$ cat config.mk
export PLATFORM = sky130hd
export DESIGN_NAME = mem_wb
export DESIGN_NICKNAME = d
export VERILOG_FILES = /design/src/rtl/mem_wb.sv
export SDC_FILE = /design/constraint.sdc
export NUM_CORES = 1
export LEC_CHECK = 0
export BUFFER_PORTS_ARGS = -buffer_cell sky130_fd_sc_hd__buf_2
export CAP_MARGIN = 10
export CORE_ASPECT_RATIO = 0.5
export CORE_UTILIZATION = 35
export CTS_BUF_LIST = sky130_fd_sc_hd__clkbuf_8 sky130_fd_sc_hd__clkbuf_16
export CTS_CLUSTER_DIAMETER = 150
export DETAILED_ROUTE_END_ITERATION = 10
export SETUP_SLACK_MARGIN = 0.15
export SLEW_MARGIN = 20
export SYNTH_ARGS = -nofsm -noshare
export SYNTH_HDL_FRONTEND = slang
export SYNTH_SLANG_ARGS = --single-unit
$ cat constraint.sdc
create_clock -name clk -period 2.24 [get_ports clk]
set_input_delay 0.336 -clock clk [delete_from_list [all_inputs] [get_ports clk]]
set_output_delay 0.336 -clock clk [all_outputs]
set_load 0.01 [all_outputs]
$ cat src/rtl/mem_wb.sv
// MEM/WB pipeline register: formats load data, qualifies the register-file write,
// flags misaligned loads (sticky) and counts retired instructions.
module mem_wb #(
    parameter int CNT_W = 16
) (
    input  logic             clk,
    input  logic             rst,
    input  logic             Stall,
    input  logic             Flush,
    input  logic             InValid,
    input  logic             RegWrite,
    input  logic             MemToReg,
    input  logic [2:0]       LoadType,
    input  logic [1:0]       ByteAddr,
    input  logic [4:0]       WriteReg,
    input  logic [31:0]      AluResult,
    input  logic [31:0]      MemData,
    output logic             WbValid,
    output logic             WbRegWrite,
    output logic [4:0]       WbWriteReg,
    output logic [31:0]      WbData,
    output logic             AlignErr,
    output logic [CNT_W-1:0] RetireCnt
);

    localparam logic [2:0] LD_LB  = 3'b001;
    localparam logic [2:0] LD_LBU = 3'b010;
    localparam logic [2:0] LD_LH  = 3'b011;
    localparam logic [2:0] LD_LHU = 3'b100;

    function automatic logic [31:0] formatLoad(input logic [2:0]  loadType,
                                               input logic [1:0]  byteAddr,
                                               input logic [31:0] word);
        logic signed [7:0]  selByte;
        logic signed [15:0] selHalf;
        logic signed [31:0] byteExt;
        logic signed [31:0] halfExt;
        selByte = word[{byteAddr, 3'b000} +: 8];
        selHalf = byteAddr[1] ? word[31:16] : word[15:0];
        byteExt = selByte;
        halfExt = selHalf;
        case (loadType)
            LD_LB:   formatLoad = byteExt;
            LD_LBU:  formatLoad = {24'd0, selByte};
            LD_LH:   formatLoad = halfExt;
            LD_LHU:  formatLoad = {16'd0, selHalf};
            default: formatLoad = word;
        endcase
    endfunction

    // Unknown load codes behave as lw, so they need word alignment too.
    function automatic logic isMisaligned(input logic       valid,
                                          input logic       memToReg,
                                          input logic [2:0] loadType,
                                          input logic [1:0] byteAddr);
        logic isByte;
        logic isHalf;
        isByte = (loadType == LD_LB) || (loadType == LD_LBU);
        isHalf = (loadType == LD_LH) || (loadType == LD_LHU);
        if (!valid || !memToReg || isByte)
            isMisaligned = 1'b0;
        else if (isHalf)
            isMisaligned = byteAddr[0];
        else
            isMisaligned = (byteAddr != 2'b00);
    endfunction

    logic        misaligned_p0;
    logic        regWrite_p0;
    logic [31:0] wbData_p0;

    always_comb begin
        misaligned_p0 = isMisaligned(InValid, MemToReg, LoadType, ByteAddr);
        regWrite_p0   = InValid & RegWrite & (WriteReg != 5'd0) & ~misaligned_p0;
        wbData_p0     = MemToReg ? formatLoad(LoadType, ByteAddr, MemData) : AluResult;
    end

    // ---- MEM -> WB boundary ----
    always_ff @(posedge clk or posedge rst) begin
        if (rst) begin
            WbValid    <= 1'b0;
            WbRegWrite <= 1'b0;
            WbWriteReg <= 5'd0;
            WbData     <= 32'd0;
            AlignErr   <= 1'b0;
            RetireCnt  <= '0;
        end else if (Flush) begin
            WbValid    <= 1'b0;
            WbRegWrite <= 1'b0;
            WbWriteReg <= 5'd0;
            WbData     <= 32'd0;
        end else if (!Stall) begin
            WbValid    <= InValid;
            WbRegWrite <= regWrite_p0;
            WbWriteReg <= WriteReg;
            WbData     <= wbData_p0;
            if (misaligned_p0)
                AlignErr <= 1'b1;
            if (InValid)
                RetireCnt <= RetireCnt + CNT_W'(1);
        end
    end

endmodule
==> results by group <==
Finish
  – Post-layout nets: 558
  – Layout cells sized above 1: about 40%
  – N_diodes: 0
  – Most frequent cells in the layout: buf_2, dfrtp_1, nand2_1
  – Area growth, synth to finish: 29.01%
  – Commonest non-fill, non-tap cell in the layout: buf_2

Power
  – Net Sw Frac: 32.26%
  – Cell area power density: around 630 nW/um2
  – Cell internal pwr: ~1.8 mW
  – Register share of total power: roughly 45%
  – Clock power share: roughly 31%
  – Final Power: between 2 and 3 mW
  – P_sw: ~860 uW
  – Comb pwr share: about a quarter
  – Worst VDD drop: ~0.0003 V
  – P_leak: a little over 2 nW

Synthesis
  – EDFF count, synth: 0
  – Netlist cell types: between 50 and 60
  – Sequential-to-total area share from yosys stat: about 42%
  – Mapped Nets: around 430
  – Mapped Area: ~3300 um2
  – Synth async-reset ratio: 100.0%
  – Seq cells post-synth: 56
  – Post-Syn Area per Cell: ~9.5 um2
  – Ys Warns: 0
  – Most used DFF post-synth: dfrtp_1
  – Syn Inst Count: about 350

Floorplan
  – Die Width: 139.6 um
  – Rows: 24
  – Initial core utilization: between 30% and 40%
  – Placeable core area: around 8900 um2
  – Die H: 70.79 um
  – Full die area: between 9000 and 10000 um2
  – Num ports: between 100 and 150

Clock network
  – Clock latency at the later pin of the worst-skew pair: 0.30 ns
  – Hold Buf Count CTS: 0
  – Post-cts sizing count: 0
  – TritonCTS clock tree: done
  – Htree depth: 2
  – Clock transition at the registers of the reported paths: around 0.08 ns
  – Sink Count: 56
  – Post-CTS setup buffer count: 0
  – CTS Root Cell: clkbuf_16
  – CTS buffer count: 5
  – CTS max path bufs: 2

Detailed routing
  – Via count: between 3000 and 4000
  – 1st-iter DRT viols: between 150 and 200
  – Final wirelength: between 10 and 15 mm
  – # DRC: 0
  – Vias/cell: roughly 5.2
  – DR WL/cell: roughly 17 um
  – Routed Antenna Nets: 0
  – 1st-pass router iterations: 5

STA
  – F_max: roughly 570 MHz
  – Final Max Tran Viols: 0
  – Slew Limit Headroom: between 50 and 60%
  – Ratio of final minimum period to clock period: between 70% and 80%
  – Fin crit period: 1.761 ns
  – Clock skew: a little under 0.005 ns
  – RSZ-0062 raised after global routing: no
  – Final setup vio count: 0
  – Final hold vios: 0
  – Total negative slack: 0 ns
  – Worst Max-Slew Pin Slew: between 0.7 and 0.8 ns

Worst setup path
  – CP endpoint kind: flop
  – Worst Path Arrival: roughly 2 ns
  – Crit Path Max Fanout: 5
  – Critical Path RT: 2.43 ns
  – Crit Path Category: flop to flop
  – Startpoint type of the worst setup path: flop

GRT
  – Number of global-route vias before repair: 2997
  – Largest net degree at the start of global routing: 38
  – Gr ovfl total: 0
  – GRT Util Overall: 20.94%
  – Global-route wire length before repair: roughly 16 mm
  – Initial antenna violation count: 1

Flow run
  – Total of max-cap violations: 0

Placed design
  – IO buf count: around 140
  – Final GP Congestion: around 0.90
  – Post-DP HPWL: just under 8 mm

Min path
  – HP Class: primary input to asynchronous set/reset pin

Outcome
  – Result of the run: completed
[sequential cells by signal, summed over array words and instances, names as in the netlist]
signal and count:
WbWriteReg 5, WbRegWrite 1, AlignErr 1, WbData 32
WbValid 1, RetireCnt 16
[metrics by stage]
step / hold slack, ns / std cells / util, % / area [um2] / setup WS [ns]
after global placement: 0.3992 / 586 / 45.97 / 4114 / 0.4318
after global routing: 0.09922 / 594 / 47.75 / 4273 / 0.3096
after detailed placement: 0.4039 / 586 / 45.97 / 4114 / 0.3532
final: 0.06511 / 594 / 47.75 / 4273 / 0.4794
after CTS: 0.07684 / 594 / 47.68 / 4267 / 0.4609
after floorplan: 0.4586 / 347 / - / 3312 / 0.5327
[worst max-delay path, cell delays in order, from the launching register on]
cell and delay [ns]:
dfrtp_1 0.44, ha_1 0.20, nand2_1 0.05, or4_4 0.52, nor2_1 0.21, nand2_1 0.09
xnor2_1 0.13
[power by group through the flow]
| stage | sequential, mW | combinational (mW) | clock [mW] |
|---|---|---|---|
| after global placement | 1.21 | 0.645 | 0 |
| after CTS | 1.19 | 0.652 | 0.849 |
| after global routing | 1.20 | 0.711 | 0.890 |
| after detailed placement | 1.21 | 0.651 | 0 |
| after floorplan | 1.24 | 0.333 | 0 |
| final | 1.19 | 0.649 | 0.833 |
[cells in the mapped netlist, drive strengths merged (2+ instances only)]
| master | instances | area share (%) |
|---|---|---|
| dfrtp | 56 | 42 |
| nand2 | 44 | 5.0 |
| nor2 | 39 | 5.0 |
| o21ai | 37 | 6.7 |
| a22oi | 19 | 4.3 |
| a21oi | 18 | 2.7 |
| xnor2 | 14 | 3.7 |
| clkbuf | 13 | 1.6 |
| buf | 12 | 2.5 |
| nand4b | 8 | 2.6 |
| nor3b | 8 | 2.0 |
| mux2 | 7 | 2.4 |
| inv | 6 | 0.68 |
| mux2i | 6 | 1.8 |
| o221ai | 6 | 1.6 |
| nand3 | 5 | 0.76 |
| a221oi | 4 | 1.8 |
| and3 | 4 | 0.76 |
| nand4 | 4 | 0.76 |
| nor3 | 4 | 0.76 |
| o211ai | 4 | 0.91 |
| a211oi | 3 | 0.68 |
| a32oi | 3 | 0.79 |
| xor2 | 3 | 1.4 |
| and2 | 2 | 0.45 |
| nand3b | 2 | 0.45 |
| nor2b | 2 | 0.38 |
| o31a | 2 | 0.53 |
| or4 | 2 | 0.57 |
[routing by layer]
metal | track usage [%] | up-vias | routed length [um]
met1 | 30.48 | 1457 | 5069
met2 | 31.71 | 108 | 4408
met4 | 4.518 | 0 | 70
met3 | 4.875 | 7 | 688
li1 | - | 1514 | -
met5 | 0 | - | 0
[final timing paths]
path / start / endpoint / slack (ns) / cells after the start
max: RetireCnt[0] / RetireCnt[12] / 0.48 / 6
min reg2reg: AlignErr / AlignErr / 0.46 / 1
max in group asynchronous: rst / WbData[30] / 1.60 / 3
min in group clk: AluResult[23] / WbData[23] / 0.26 / 3
min: rst / WbData[21] / 0.07 / 2
max reg2reg: RetireCnt[0] / RetireCnt[12] / 0.48 / 6
[logic make-up (layout without fill, tap and decap cells)]
family                     Yosys count  in the layout  synth area share (%)
and+or+nand+nor                    127            127                 20.40
AOI/OAI and AO/OA                  101            101                 22.21
muxes                               14             14                 4.874
buffers and inverters               31            161                 4.760
DFF                                 56             56                 42.31
adders and majority gates            1              1                0.3777
xor gates and xnor gates            17             17                 5.063
[cell type report]
cell class	count	area (um2)
Sequential cell	56	1401
Fill cell	892	4676
Inverter	6	22.52
Multi-Input combinational cell	260	1774
Clock buffer	5	125.1
Clock inverter	3	27.53
Tap cell	117	146.4
Timing Repair Buffer	147	775.7
No activity file was read; power rests on OpenSTA's default activity.
